[config.mk]
export PLATFORM = sky130hd
export DESIGN_NAME = control_flat
export DESIGN_NICKNAME = d
export VERILOG_FILES = /design/src/rtl/control_pkg.sv /design/src/rtl/control_if.sv /design/src/rtl/control_alu_decode.sv /design/src/rtl/control.sv /design/src/flat_wrapper.sv
export SDC_FILE = /design/constraint.sdc
export NUM_CORES = 1
export LEC_CHECK = 0
export ABC_AREA = 1
export CORE_ASPECT_RATIO = 1.1
export CORE_MARGIN = 10
export CORE_UTILIZATION = 51
export DETAILED_ROUTE_END_ITERATION = 16
export MAX_ROUTING_LAYER = met4
export PLACE_DENSITY = 0.89
export SYNTH_ARGS = -nofsm -noshare
export SYNTH_HDL_FRONTEND = slang
export SYNTH_SLANG_ARGS = --single-unit
[constraint.sdc]
create_clock -name vclk -period 3.3
set_input_delay 0.66 -clock vclk [all_inputs]
set_output_delay 0.66 -clock vclk [all_outputs]
set_load 0.02 [all_outputs]
[src/rtl/control_pkg.sv]
// Shared definitions for the DLX Decode-stage control decoder.
// Holds the OpCode/Function constants, the output field encodings and the
// packed control-word type used between the decode logic and the reset mask.
package control_pkg;

  // Primary opcodes (instruction bits 31:26)
  localparam logic [0:5] OpRtype = 6'h00;
  localparam logic [0:5] OpFtype = 6'h01;
  localparam logic [0:5] OpJ     = 6'h02;
  localparam logic [0:5] OpJal   = 6'h03;
  localparam logic [0:5] OpBeqz  = 6'h04;
  localparam logic [0:5] OpBnez  = 6'h05;
  localparam logic [0:5] OpBfpt  = 6'h06;
  localparam logic [0:5] OpBfpf  = 6'h07;
  localparam logic [0:5] OpAddi  = 6'h08;
  localparam logic [0:5] OpAddui = 6'h09;
  localparam logic [0:5] OpSubi  = 6'h0A;
  localparam logic [0:5] OpSubui = 6'h0B;
  localparam logic [0:5] OpAndi  = 6'h0C;
  localparam logic [0:5] OpOri   = 6'h0D;
  localparam logic [0:5] OpXori  = 6'h0E;
  localparam logic [0:5] OpLhi   = 6'h0F;
  localparam logic [0:5] OpJr    = 6'h12;
  localparam logic [0:5] OpJalr  = 6'h13;
  localparam logic [0:5] OpSlli  = 6'h14;
  localparam logic [0:5] OpSrli  = 6'h16;
  localparam logic [0:5] OpSrai  = 6'h17;
  localparam logic [0:5] OpSeqi  = 6'h18;
  localparam logic [0:5] OpSnei  = 6'h19;
  localparam logic [0:5] OpSlti  = 6'h1A;
  localparam logic [0:5] OpSgti  = 6'h1B;
  localparam logic [0:5] OpSlei  = 6'h1C;
  localparam logic [0:5] OpSgei  = 6'h1D;
  localparam logic [0:5] OpLb    = 6'h20;
  localparam logic [0:5] OpLh    = 6'h21;
  localparam logic [0:5] OpLw    = 6'h23;
  localparam logic [0:5] OpLbu   = 6'h24;
  localparam logic [0:5] OpLhu   = 6'h25;
  localparam logic [0:5] OpLf    = 6'h26;
  localparam logic [0:5] OpSb    = 6'h28;
  localparam logic [0:5] OpSh    = 6'h29;
  localparam logic [0:5] OpSw    = 6'h2B;
  localparam logic [0:5] OpSf    = 6'h2E;

  // R-type Function codes (OpCode 0x00)
  localparam logic [0:5] FnSll     = 6'h04;
  localparam logic [0:5] FnSrl     = 6'h06;
  localparam logic [0:5] FnSra     = 6'h07;
  localparam logic [0:5] FnAdd     = 6'h20;
  localparam logic [0:5] FnAddu    = 6'h21;
  localparam logic [0:5] FnSub     = 6'h22;
  localparam logic [0:5] FnSubu    = 6'h23;
  localparam logic [0:5] FnAnd     = 6'h24;
  localparam logic [0:5] FnOr      = 6'h25;
  localparam logic [0:5] FnXor     = 6'h26;
  localparam logic [0:5] FnSeq     = 6'h28;
  localparam logic [0:5] FnSne     = 6'h29;
  localparam logic [0:5] FnSlt     = 6'h2A;
  localparam logic [0:5] FnSgt     = 6'h2B;
  localparam logic [0:5] FnSle     = 6'h2C;
  localparam logic [0:5] FnSge     = 6'h2D;
  localparam logic [0:5] FnMovf    = 6'h32;
  localparam logic [0:5] FnMovfp2i = 6'h34;
  localparam logic [0:5] FnMovi2fp = 6'h35;

  // FP-type Function codes (OpCode 0x01)
  localparam logic [0:5] FnAddf  = 6'h00;
  localparam logic [0:5] FnSubf  = 6'h01;
  localparam logic [0:5] FnMultf = 6'h02;
  localparam logic [0:5] FnDivf  = 6'h03;
  localparam logic [0:5] FnMult  = 6'h0E;
  localparam logic [0:5] FnMultu = 6'h16;

  // Writeback source
  localparam logic [0:1] DinAlu  = 2'b00;
  localparam logic [0:1] DinMem  = 2'b01;
  localparam logic [0:1] DinLink = 2'b10;
  localparam logic [0:1] DinFpu  = 2'b11;

  // Fetch/branch control
  localparam logic [0:1] JmpSeq    = 2'b00;
  localparam logic [0:1] JmpBranch = 2'b01;
  localparam logic [0:1] JmpImm    = 2'b10;
  localparam logic [0:1] JmpReg    = 2'b11;

  // ALU operation
  localparam logic [0:2] AluAdd   = 3'b000;
  localparam logic [0:2] AluSub   = 3'b001;
  localparam logic [0:2] AluAnd   = 3'b010;
  localparam logic [0:2] AluOr    = 3'b011;
  localparam logic [0:2] AluXor   = 3'b100;
  localparam logic [0:2] AluShift = 3'b101;
  localparam logic [0:2] AluSeta  = 3'b110;
  localparam logic [0:2] AluSetb  = 3'b111;

  // ALU sub-select, grouped by the ALUOp they qualify
  localparam logic [0:1] CruftSigned   = 2'b00;
  localparam logic [0:1] CruftUnsigned = 2'b01;
  localparam logic [0:1] CruftSll      = 2'b00;
  localparam logic [0:1] CruftSrl      = 2'b10;
  localparam logic [0:1] CruftSra      = 2'b11;
  localparam logic [0:1] CruftEq       = 2'b00;
  localparam logic [0:1] CruftNe       = 2'b01;
  localparam logic [0:1] CruftLt       = 2'b10;
  localparam logic [0:1] CruftGt       = 2'b11;
  localparam logic [0:1] CruftLe       = 2'b00;
  localparam logic [0:1] CruftGe       = 2'b01;
  localparam logic [0:1] CruftLhi      = 2'b10;
  localparam logic [0:1] CruftPassA    = 2'b11;

  // FPU operation
  localparam logic [0:2] FpuNone  = 3'b000;
  localparam logic [0:2] FpuAddf  = 3'b001;
  localparam logic [0:2] FpuSubf  = 3'b010;
  localparam logic [0:2] FpuMultf = 3'b011;
  localparam logic [0:2] FpuDivf  = 3'b100;
  localparam logic [0:2] FpuMult  = 3'b101;
  localparam logic [0:2] FpuMultu = 3'b110;

  // Memory access size
  localparam logic [0:1] MemByte = 2'b00;
  localparam logic [0:1] MemHalf = 2'b01;
  localparam logic [0:1] MemWord = 2'b10;

  typedef struct packed {
    logic [0:1] din_src;
    logic       reg_we;
    logic       fp_dest;
    logic       reg_dest;
    logic [0:1] jump_type;
    logic       cond_src;
    logic       branch_cond;
    logic       fp_src;
    logic [0:2] alu_op;
    logic [0:1] alu_cruft;
    logic [0:2] fpu_op;
    logic       alu_src;
    logic       ext_imm;
    logic [0:1] mem_size;
    logic       mem_we;
    logic       ext_mem;
  } ctrl_t;

endpackage

[src/rtl/control_if.sv]
// Decode-stage bundle: instruction fields in, control word out.
//   master : instruction source (drives OpCode/Function, observes controls)
//   slave  : decoder (reads OpCode/Function, drives every control signal)
interface control_if;
  logic [0:5] OpCode;
  logic [0:5] Function;
  logic [0:1] DInSrc;
  logic       RegWE;
  logic       FPDest;
  logic       RegDest;
  logic [0:1] JumpType;
  logic       CondSrc;
  logic       BranchCond;
  logic       FPSrc;
  logic [0:2] ALUOp;
  logic [0:1] ALUCruft;
  logic [0:2] FPUOp;
  logic       ALUSrc;
  logic       ExtImm;
  logic [0:1] MEMSize;
  logic       MEMWE;
  logic       ExtMEM;

  modport master (
    output OpCode, Function,
    input  DInSrc, RegWE, FPDest, RegDest, JumpType, CondSrc, BranchCond, FPSrc,
           ALUOp, ALUCruft, FPUOp, ALUSrc, ExtImm, MEMSize, MEMWE, ExtMEM
  );

  modport slave (
    input  OpCode, Function,
    output DInSrc, RegWE, FPDest, RegDest, JumpType, CondSrc, BranchCond, FPSrc,
           ALUOp, ALUCruft, FPUOp, ALUSrc, ExtImm, MEMSize, MEMWE, ExtMEM
  );
endinterface

[src/rtl/control_alu_decode.sv]
// R-type Function decoder: maps Function to ALUOp/ALUCruft.
//   func      in  R-type Function field
//   alu_op    out ALU operation
//   alu_cruft out ALU sub-select
//   valid     out Function is a supported R-type operation
module control_alu_decode
  import control_pkg::*;
(
  input  logic [0:5] func,
  output logic [0:2] alu_op,
  output logic [0:1] alu_cruft,
  output logic       valid
);

  always_comb begin
    alu_op    = AluAdd;
    alu_cruft = CruftSigned;
    valid     = 1'b1;
    case (func)
      FnSll:     begin alu_op = AluShift; alu_cruft = CruftSll;      end
      FnSrl:     begin alu_op = AluShift; alu_cruft = CruftSrl;      end
      FnSra:     begin alu_op = AluShift; alu_cruft = CruftSra;      end
      FnAdd:     begin alu_op = AluAdd;   alu_cruft = CruftSigned;   end
      FnAddu:    begin alu_op = AluAdd;   alu_cruft = CruftUnsigned; end
      FnSub:     begin alu_op = AluSub;   alu_cruft = CruftSigned;   end
      FnSubu:    begin alu_op = AluSub;   alu_cruft = CruftUnsigned; end
      FnAnd:     alu_op = AluAnd;
      FnOr:      alu_op = AluOr;
      FnXor:     alu_op = AluXor;
      FnSeq:     begin alu_op = AluSeta;  alu_cruft = CruftEq;       end
      FnSne:     begin alu_op = AluSeta;  alu_cruft = CruftNe;       end
      FnSlt:     begin alu_op = AluSeta;  alu_cruft = CruftLt;       end
      FnSgt:     begin alu_op = AluSeta;  alu_cruft = CruftGt;       end
      FnSle:     begin alu_op = AluSetb;  alu_cruft = CruftLe;       end
      FnSge:     begin alu_op = AluSetb;  alu_cruft = CruftGe;       end
      // Register moves all route operand A straight through the ALU
      FnMovf, FnMovfp2i, FnMovi2fp: begin alu_op = AluSetb; alu_cruft = CruftPassA; end
      default:   valid = 1'b0;
    endcase
  end

endmodule

[src/rtl/control.sv]
// DLX Decode-stage main control decoder. Purely combinational; rst_n low masks
// every control output to the all-zero NOP pattern.
//   clk   in   pipeline clock (not used by the decode)
//   rst_n in   asynchronous active-low reset mask
//   bus   slave  OpCode/Function in, control word out
module control
  import control_pkg::*;
(
  input  logic    clk,
  input  logic    rst_n,
  control_if.slave bus
);

  ctrl_t      ctrl;
  logic [0:2] r_alu_op;
  logic [0:1] r_alu_cruft;
  logic       r_valid;
  logic       imm_op;
  logic       unused_clk;

  assign unused_clk = clk;

  control_alu_decode u_alu_decode (
    .func      (bus.Function),
    .alu_op    (r_alu_op),
    .alu_cruft (r_alu_cruft),
    .valid     (r_valid)
  );

  always_comb begin
    ctrl   = '0;
    imm_op = 1'b0;
    case (bus.OpCode)
      OpRtype: begin
        if (r_valid) begin
          ctrl.reg_we    = 1'b1;
          ctrl.reg_dest  = 1'b1;
          ctrl.alu_op    = r_alu_op;
          ctrl.alu_cruft = r_alu_cruft;
          ctrl.fp_src    = (bus.Function == FnMovf) || (bus.Function == FnMovfp2i);
          ctrl.fp_dest   = (bus.Function == FnMovf) || (bus.Function == FnMovi2fp);
        end
      end
      OpFtype: begin
        case (bus.Function)
          FnAddf:  ctrl.fpu_op = FpuAddf;
          FnSubf:  ctrl.fpu_op = FpuSubf;
          FnMultf: ctrl.fpu_op = FpuMultf;
          FnDivf:  ctrl.fpu_op = FpuDivf;
          FnMult:  ctrl.fpu_op = FpuMult;
          FnMultu: ctrl.fpu_op = FpuMultu;
          default: ctrl.fpu_op = FpuNone;
        endcase
        if (ctrl.fpu_op != FpuNone) begin
          ctrl.reg_we   = 1'b1;
          ctrl.reg_dest = 1'b1;
          ctrl.fp_src   = 1'b1;
          ctrl.fp_dest  = 1'b1;
          ctrl.din_src  = DinFpu;
        end
      end
      OpAddi:  begin imm_op = 1'b1; ctrl.ext_imm = 1'b1; end
      OpSubi:  begin imm_op = 1'b1; ctrl.ext_imm = 1'b1; ctrl.alu_op = AluSub; end
      OpSeqi:  begin imm_op = 1'b1; ctrl.ext_imm = 1'b1; ctrl.alu_op = AluSeta; end
      OpSnei:  begin
        imm_op = 1'b1; ctrl.ext_imm = 1'b1; ctrl.alu_op = AluSeta; ctrl.alu_cruft = CruftNe;
      end
      OpSlti:  begin
        imm_op = 1'b1; ctrl.ext_imm = 1'b1; ctrl.alu_op = AluSeta; ctrl.alu_cruft = CruftLt;
      end
      OpSgti:  begin
        imm_op = 1'b1; ctrl.ext_imm = 1'b1; ctrl.alu_op = AluSeta; ctrl.alu_cruft = CruftGt;
      end
      OpSlei:  begin imm_op = 1'b1; ctrl.ext_imm = 1'b1; ctrl.alu_op = AluSetb; end
      OpSgei:  begin
        imm_op = 1'b1; ctrl.ext_imm = 1'b1; ctrl.alu_op = AluSetb; ctrl.alu_cruft = CruftGe;
      end
      OpAddui: begin imm_op = 1'b1; ctrl.alu_cruft = CruftUnsigned; end
      OpSubui: begin imm_op = 1'b1; ctrl.alu_op = AluSub; ctrl.alu_cruft = CruftUnsigned; end
      OpAndi:  begin imm_op = 1'b1; ctrl.alu_op = AluAnd; end
      OpOri:   begin imm_op = 1'b1; ctrl.alu_op = AluOr; end
      OpXori:  begin imm_op = 1'b1; ctrl.alu_op = AluXor; end
      OpLhi:   begin imm_op = 1'b1; ctrl.alu_op = AluSetb; ctrl.alu_cruft = CruftLhi; end
      OpSlli:  begin imm_op = 1'b1; ctrl.alu_op = AluShift; ctrl.alu_cruft = CruftSll; end
      OpSrli:  begin imm_op = 1'b1; ctrl.alu_op = AluShift; ctrl.alu_cruft = CruftSrl; end
      OpSrai:  begin imm_op = 1'b1; ctrl.alu_op = AluShift; ctrl.alu_cruft = CruftSra; end
      OpLb, OpLh, OpLw, OpLbu, OpLhu, OpLf: begin
        imm_op       = 1'b1;
        ctrl.ext_imm = 1'b1;
        ctrl.din_src = DinMem;
        ctrl.ext_mem = (bus.OpCode == OpLb) || (bus.OpCode == OpLh);
        ctrl.fp_dest = (bus.OpCode == OpLf);
        if (bus.OpCode == OpLh || bus.OpCode == OpLhu) begin
          ctrl.mem_size = MemHalf;
        end else if (bus.OpCode == OpLw || bus.OpCode == OpLf) begin
          ctrl.mem_size = MemWord;
        end
      end
      OpSb, OpSh, OpSw, OpSf: begin
        ctrl.alu_src  = 1'b1;
        ctrl.ext_imm  = 1'b1;
        ctrl.mem_we   = 1'b1;
        ctrl.fp_src   = (bus.OpCode == OpSf);
        if (bus.OpCode == OpSh) begin
          ctrl.mem_size = MemHalf;
        end else if (bus.OpCode == OpSw || bus.OpCode == OpSf) begin
          ctrl.mem_size = MemWord;
        end
      end
      OpBeqz, OpBnez, OpBfpt, OpBfpf: begin
        ctrl.jump_type   = JmpBranch;
        ctrl.ext_imm     = 1'b1;
        ctrl.cond_src    = (bus.OpCode == OpBfpt) || (bus.OpCode == OpBfpf);
        ctrl.branch_cond = (bus.OpCode == OpBnez) || (bus.OpCode == OpBfpt);
      end
      OpJ:    ctrl.jump_type = JmpImm;
      OpJal:  begin ctrl.jump_type = JmpImm; ctrl.reg_we = 1'b1; ctrl.din_src = DinLink; end
      OpJr:   ctrl.jump_type = JmpReg;
      OpJalr: begin ctrl.jump_type = JmpReg; ctrl.reg_we = 1'b1; ctrl.din_src = DinLink; end
      default: ctrl = '0;
    endcase
    // Immediate-operand ALU forms (including loads) write rt
    if (imm_op) begin
      ctrl.alu_src = 1'b1;
      ctrl.reg_we  = 1'b1;
    end
  end

  // Reset is a combinational mask: asserting rst_n low forces NOP immediately
  assign bus.DInSrc     = rst_n ? ctrl.din_src     : '0;
  assign bus.RegWE      = rst_n ? ctrl.reg_we      : 1'b0;
  assign bus.FPDest     = rst_n ? ctrl.fp_dest     : 1'b0;
  assign bus.RegDest    = rst_n ? ctrl.reg_dest    : 1'b0;
  assign bus.JumpType   = rst_n ? ctrl.jump_type   : '0;
  assign bus.CondSrc    = rst_n ? ctrl.cond_src    : 1'b0;
  assign bus.BranchCond = rst_n ? ctrl.branch_cond : 1'b0;
  assign bus.FPSrc      = rst_n ? ctrl.fp_src      : 1'b0;
  assign bus.ALUOp      = rst_n ? ctrl.alu_op      : '0;
  assign bus.ALUCruft   = rst_n ? ctrl.alu_cruft   : '0;
  assign bus.FPUOp      = rst_n ? ctrl.fpu_op      : '0;
  assign bus.ALUSrc     = rst_n ? ctrl.alu_src     : 1'b0;
  assign bus.ExtImm     = rst_n ? ctrl.ext_imm     : 1'b0;
  assign bus.MEMSize    = rst_n ? ctrl.mem_size    : '0;
  assign bus.MEMWE      = rst_n ? ctrl.mem_we      : 1'b0;
  assign bus.ExtMEM     = rst_n ? ctrl.ext_mem     : 1'b0;

endmodule

[src/flat_wrapper.sv]
// flat-port wrapper written by rule: the top's interface ports become plain ports
module control_flat import control_pkg::*;
  (clk, rst_n, bus_OpCode, bus_Function, bus_DInSrc, bus_RegWE, bus_FPDest, bus_RegDest, bus_JumpType, bus_CondSrc, bus_BranchCond, bus_FPSrc, bus_ALUOp, bus_ALUCruft, bus_FPUOp, bus_ALUSrc, bus_ExtImm, bus_MEMSize, bus_MEMWE, bus_ExtMEM);
  control_if bus_i ();
  input  logic clk;
  input  logic rst_n;
  input wire logic [$bits(bus_i.OpCode)-1:0] bus_OpCode;
  input wire logic [$bits(bus_i.Function)-1:0] bus_Function;
  output wire logic [$bits(bus_i.DInSrc)-1:0] bus_DInSrc;
  output wire logic [$bits(bus_i.RegWE)-1:0] bus_RegWE;
  output wire logic [$bits(bus_i.FPDest)-1:0] bus_FPDest;
  output wire logic [$bits(bus_i.RegDest)-1:0] bus_RegDest;
  output wire logic [$bits(bus_i.JumpType)-1:0] bus_JumpType;
  output wire logic [$bits(bus_i.CondSrc)-1:0] bus_CondSrc;
  output wire logic [$bits(bus_i.BranchCond)-1:0] bus_BranchCond;
  output wire logic [$bits(bus_i.FPSrc)-1:0] bus_FPSrc;
  output wire logic [$bits(bus_i.ALUOp)-1:0] bus_ALUOp;
  output wire logic [$bits(bus_i.ALUCruft)-1:0] bus_ALUCruft;
  output wire logic [$bits(bus_i.FPUOp)-1:0] bus_FPUOp;
  output wire logic [$bits(bus_i.ALUSrc)-1:0] bus_ALUSrc;
  output wire logic [$bits(bus_i.ExtImm)-1:0] bus_ExtImm;
  output wire logic [$bits(bus_i.MEMSize)-1:0] bus_MEMSize;
  output wire logic [$bits(bus_i.MEMWE)-1:0] bus_MEMWE;
  output wire logic [$bits(bus_i.ExtMEM)-1:0] bus_ExtMEM;
  assign bus_i.OpCode = bus_OpCode;
  assign bus_i.Function = bus_Function;
  assign bus_DInSrc = bus_i.DInSrc;
  assign bus_RegWE = bus_i.RegWE;
  assign bus_FPDest = bus_i.FPDest;
  assign bus_RegDest = bus_i.RegDest;
  assign bus_JumpType = bus_i.JumpType;
  assign bus_CondSrc = bus_i.CondSrc;
  assign bus_BranchCond = bus_i.BranchCond;
  assign bus_FPSrc = bus_i.FPSrc;
  assign bus_ALUOp = bus_i.ALUOp;
  assign bus_ALUCruft = bus_i.ALUCruft;
  assign bus_FPUOp = bus_i.FPUOp;
  assign bus_ALUSrc = bus_i.ALUSrc;
  assign bus_ExtImm = bus_i.ExtImm;
  assign bus_MEMSize = bus_i.MEMSize;
  assign bus_MEMWE = bus_i.MEMWE;
  assign bus_ExtMEM = bus_i.ExtMEM;
  control u_core (.clk(clk), .rst_n(rst_n), .bus(bus_i));
endmodule
# After elaboration in Yosys (flattened, before gate mapping)
# Index checks and enable logic that the tools add are counted.
[totals]
register_bits = 0
latchBits = 0
mem_bits_rw = 0
rom_bits = 0
inputBits = 14
out_inout_bits = 24
elab_cells = 140
mem_count = 0
[classes]
n_addsub = 0
mul = 0
n_div = 0
n_lt_le_gt_ge = 0
n_eq_ne = 60
n_shift = 0
mux = 46
bitwise_logic = 0
n_reduce_logical = 34
[op_table]
columns = ["op", "n"]
rows = [
  ["$eq 6x6->1 const B", 26],
  ["$eq 6x5->1 const B", 12],
  ["$eq 6x4->1 const B", 9],
  ["$eq 6x3->1 const B", 7],
  ["$eq 6x2->1 const B", 4],
  ["$pmux 3 s8", 1],
  ["$reduce_or 4->1", 6],
  ["$reduce_or 23->1", 1],
  ["$reduce_or 22->1", 1],
  ["$pmux 3 s7", 1],
  ["$reduce_or 19->1", 1],
  ["$mux 1", 18],
  ["$mux 2", 9],
  ["$pmux 2 s3", 3],
  ["$pmux 3 s6", 1],
  ["$mux 3", 5],
  ["$reduce_or 2->1", 7],
  ["$eq 6x1->1 const B", 2],
  ["$logic_not 6->1", 2],
  ["$reduce_or 3->1", 4],
  ["$reduce_or 5->1", 2],
  ["$pmux 1 s3", 3],
  ["$logic_or 1x1->1", 8],
  ["$pmux 2 s4", 1],
  ["other kinds (6)", 6],
]

# Logic depth before layout (Yosys ltp)
[depth]
depth_word = 8
depth_mapped = 12
mapped_depth_nobuf = 11

# By module
# A second synthesis with hierarchy kept.
[unflattened]
hier_cells = 217
area_unflattened_um2 = 1021.0
[by_module_without_submodules]
columns = ["mod", "n_inst", "cells_per_inst", "area_per_inst_um2", "seq_area_each_um2"]
rows = [
  ["control", 1, 152, 726.9, 0.0],
  ["control_alu_decode", 1, 65, 294.0, 0.0],
]

# Worst setup path after synthesis
# Ideal clock, no wire load.
[synth_path]
path_type = "input -> output"
startpoint = "in bus_OpCode[0]"
endpoint = "out bus_ExtImm"
t_arrival_ns = 1.770
t_required_ns = 2.640
setup_slack_ns = 0.870
stages = 7
n_path_buf = 1
cell_sequence = "clkbuf_2 > nor2_1 > nand2_1 > nand2_1 > nand2_1 > and2_1 > a31oi_1"
[synth_between]
elab_chain_len = 4
word_cells_on_any_way = 25
classes_between = "eq/ne (22); mux (2); reduce/logical (1)"
[synth_lines]
columns = ["item", "line_no", "text"]
rows = [
  ["from (decl)", "flat_wrapper.sv:7", "input wire logic [$bits(bus_i.OpCode)-1:0] bus_OpCode;"],
  ["$eq 6x4->1 (tied with other cells)", "control.sv:33", "case (bus.OpCode)"],
  ["$reduce_or 22->1 (no source line) (*)", "--", ""],
  ["$mux 1 (*)", "control.sv:33", ""],
  ["$mux 1 (*)", "control.sv:142", "assign bus.ExtImm = rst_n ? ctrl.ext_imm : 1'b0;"],
  ["to (decl)", "flat_wrapper.sv:21", "output wire logic [$bits(bus_i.ExtImm)-1:0] bus_ExtImm;"],
]
# Mark *: on every way between the ends. The rest lies on a longest branch, timed or not.

# Worst setup path in the final report
[layout_path]
startpoint = "in bus_OpCode[1]"
endpoint = "out bus_FPUOp[0]"
[layout_between]
elab_chain_len = 3
[layout_lines]
columns = ["item", "line_no", "text"]
rows = [
  ["$eq 6x1->1", "control.sv:33", ""],
  ["$mux 3", "control.sv:33", ""],
  ["$mux 3", "control.sv:140", "assign bus.FPUOp = rst_n ? ctrl.fpu_op : '0;"],
  ["to (decl)", "flat_wrapper.sv:19", "output wire logic [$bits(bus_i.FPUOp)-1:0] bus_FPUOp;"],
]
# No other way between the ends.

==> impl_results.md <==
- Status: complete, but fails checks
- Violations in the final reports: setup timing
- Required arrival time at the worst endpoint: 2.64 ns
- Worst setup timing slack at the placement stage: -0.185 ns
- Syn Std Cell Area: a little over 1000 µm²
- Slew at the pin closest to its max-slew limit: 0.335 ns
- Worst Hold End: bus_FPUOp[1]
- Cells after Synth: roughly 220
- Total nets after synthesis: 229
- Largest net degree at the start of global routing: 12
- Minimum hold slack: 2.09 ns
- Total number of yosys warnings: 0
- Static leakage: 1.03 nW
- Power per cell area: roughly 110 nW/µm²
- Number of max-capacitance violations reported: 0
- Number of unique standard cell types used by synthesis: 27
- Final hold vios: 0
- CP arrival: ~2.7 ns
- Area of all sequential standard cells: 0 µm²
- Kind of critical path: in2out
- Post-CTS Setup Bufs: 0
- Area growth from synthesis to final layout: 64.0%
- Detailed Route WL: 5540 µm
- Critical Path End Type: primary output
- Gr usage total: 0.202
- VDD IR-drop max: 0.0915 mV
- Setup crit start kind: primary input
- Detailed-route wire length per cell: approximately 18 µm
- Number of rows in the core area: 16
- Setup repair after global routing missed its margin: true
- Core region area: 1840 µm²
- Total of hold buffers inserted after clock tree synthesis: 0
- Area share of the leading cell type in the synthesized netlist: 0.220
- Starting Density: 0.557
- Via count of the first global-routing pass: around 1600
- Total chip power: between 0.15 and 0.2 mW
- Placer's final routability congestion estimate: ~1.0
- Share of the cycle needed by the critical path after routing: 1.02
- I/O pin cnt: 38
- Full die area: around 4200 µm²
- Headroom to the max-slew limit: 0.776
- Wire length of the first global-routing pass: 7200 µm
- Antenna violations before repair: 0
- Share of the yosys chip area belonging to registers: 0
- Most instantiated cells after synthesis: nand2_1, nand3_1, nor2_1, inv_1, a21oi_1
- Launch instance of the worst min-delay path: bus_Function[1]
- Mean number of vias per cell: 6.44
- Cell with the most instances after synthesis: nand2_1
- Sequential cell count of the final layout: 0
- Vert. Die Dim: roughly 67 µm
- Port Buffer Count: 37
- Number of placed instances with taps included: around 300
- Aggregate global routing overflow: 0
- Total count of max-transition violations in the final report: 0
- Number of DRC markers in iteration 0: 322
- Number of stages on the worst hold path: 6
- Minimum period implied by the final worst setup slack: 3.37 ns
- Worst Path Max Fanout: 6
- Diode insertion count for antenna repair: 0
- Top post-synthesis cells by area: nand2_1, nand3_1, nor2_1
- Dpl hpwl: 3750 µm
- Remaining routing DRC violations: 0
- CLK BUF: 0
- Highest achievable clock rate: approximately 0.3 GHz
- Number of nets with antenna violations after detailed routing: 0
- Library cell with the largest summed area after synthesis: nand2_1
- Worst setup margin: -0.0707 ns
- Average size of a mapped cell: ~4.8 µm²
- Final Instance Count excl. Fillers: between 300 and 400
- Hold Crit Class: in2out
- Routed vias: just under 2000
- Layout cell share with drive strength beyond 1: 0.217
- 1st-pass router iterations: 6
- Post-layout net count: 297
- Die extent in x: 62.8 µm
- Final Setup Violations: 2
worst max path at each step:
stage | from | end
floorplan | bus_OpCode[0] | bus_ExtImm
global placement | bus_Function[1] | bus_RegWE
detailed placement | bus_Function[1] | bus_RegWE
CTS | bus_Function[1] | bus_FPUOp[2]
global route | bus_OpCode[5] | bus_FPUOp[0]
finish | bus_OpCode[1] | bus_FPUOp[0]
per-layer routing:
layer	track usage	up-vias	wire length [µm]
met3	0.0217	69	766
met1	0.235	836	1950
li1	-	848	-
met2	0.368	232	2400
met4	0.0391	0	412
met5	-	-	0
final cells by class:
type | instances | area [µm²]
tap | 27 | 33.8
fill | 91 | 159
inverter | 29 | 109
multi-input combinational | 181 | 913
timing repair buffer | 71 | 627
cells in the final DEF (no fill, tap or decap), types with 3 or more instances in the layout:
cell | netlist | final
a21oi_1 | 8 | 8
a31oi_1 | 6 | 6
buf_4 | 1 | 34
clkdlybuf4s50_1 | 0 | 16
dlygate4sd2_1 | 0 | 13
dlymetal6s2s_1 | 0 | 7
inv_1 | 21 | 21
inv_2 | 6 | 6
nand2_1 | 60 | 60
nand2_2 | 3 | 3
nand3_1 | 37 | 35
nand3_2 | 1 | 3
nand4_1 | 4 | 4
nor2_1 | 31 | 29
nor2_2 | 5 | 7
nor2_4 | 5 | 5
nor3_1 | 4 | 4
o21ai_0 | 6 | 6
cell families (layout without fill, tap and decap cells):
group,after synthesis,after routing,synth area share
AO/OA/AOI/OAI,27,27,0.160
buffers and inverters,34,100,0.132
AND/OR/NAND/NOR,154,154,0.709
through the flow:
| step | instance area [µm²] | setup TNS, ns | util |
|---|---|---|---|
| 3_3_place_gp | 1660 | -0.538 | 0.901 |
| 4_1_cts | 1640 | 0 | 0.893 |
| 2_1_floorplan | 1030 | 0 | - |
| 6_report | 1680 | -0.104 | 0.914 |
| 5_1_grt | 1680 | -0.891 | 0.914 |
| 3_5_place_dp | 1660 | -1.68 | 0.901 |
where the power goes:
group	total [mW]	internal [mW]	leakage, nW	switching, mW
logic	0.177	0.0696	1.03	0.108
registers	0	0	0	0
clock network	0	0	0	0
total	0.177	0.0696	1.03	0.108
worst max-delay path, cell delays in order:
cell and delay, ns:
clkdlybuf4s50_1 0.55, inv_1 0.19, nand3_2 0.16, nor2_1 0.17, nand2_1 0.11, inv_1 0.09, nand2_1 0.08, inv_1 0.08
clkdlybuf4s50_1 0.61
timing repair:
item,in CTS,in global routing
pin swaps,0,1
resized for setup,15,12
setup endpoints to repair,13,13
(Power assumes the default switching activity.)
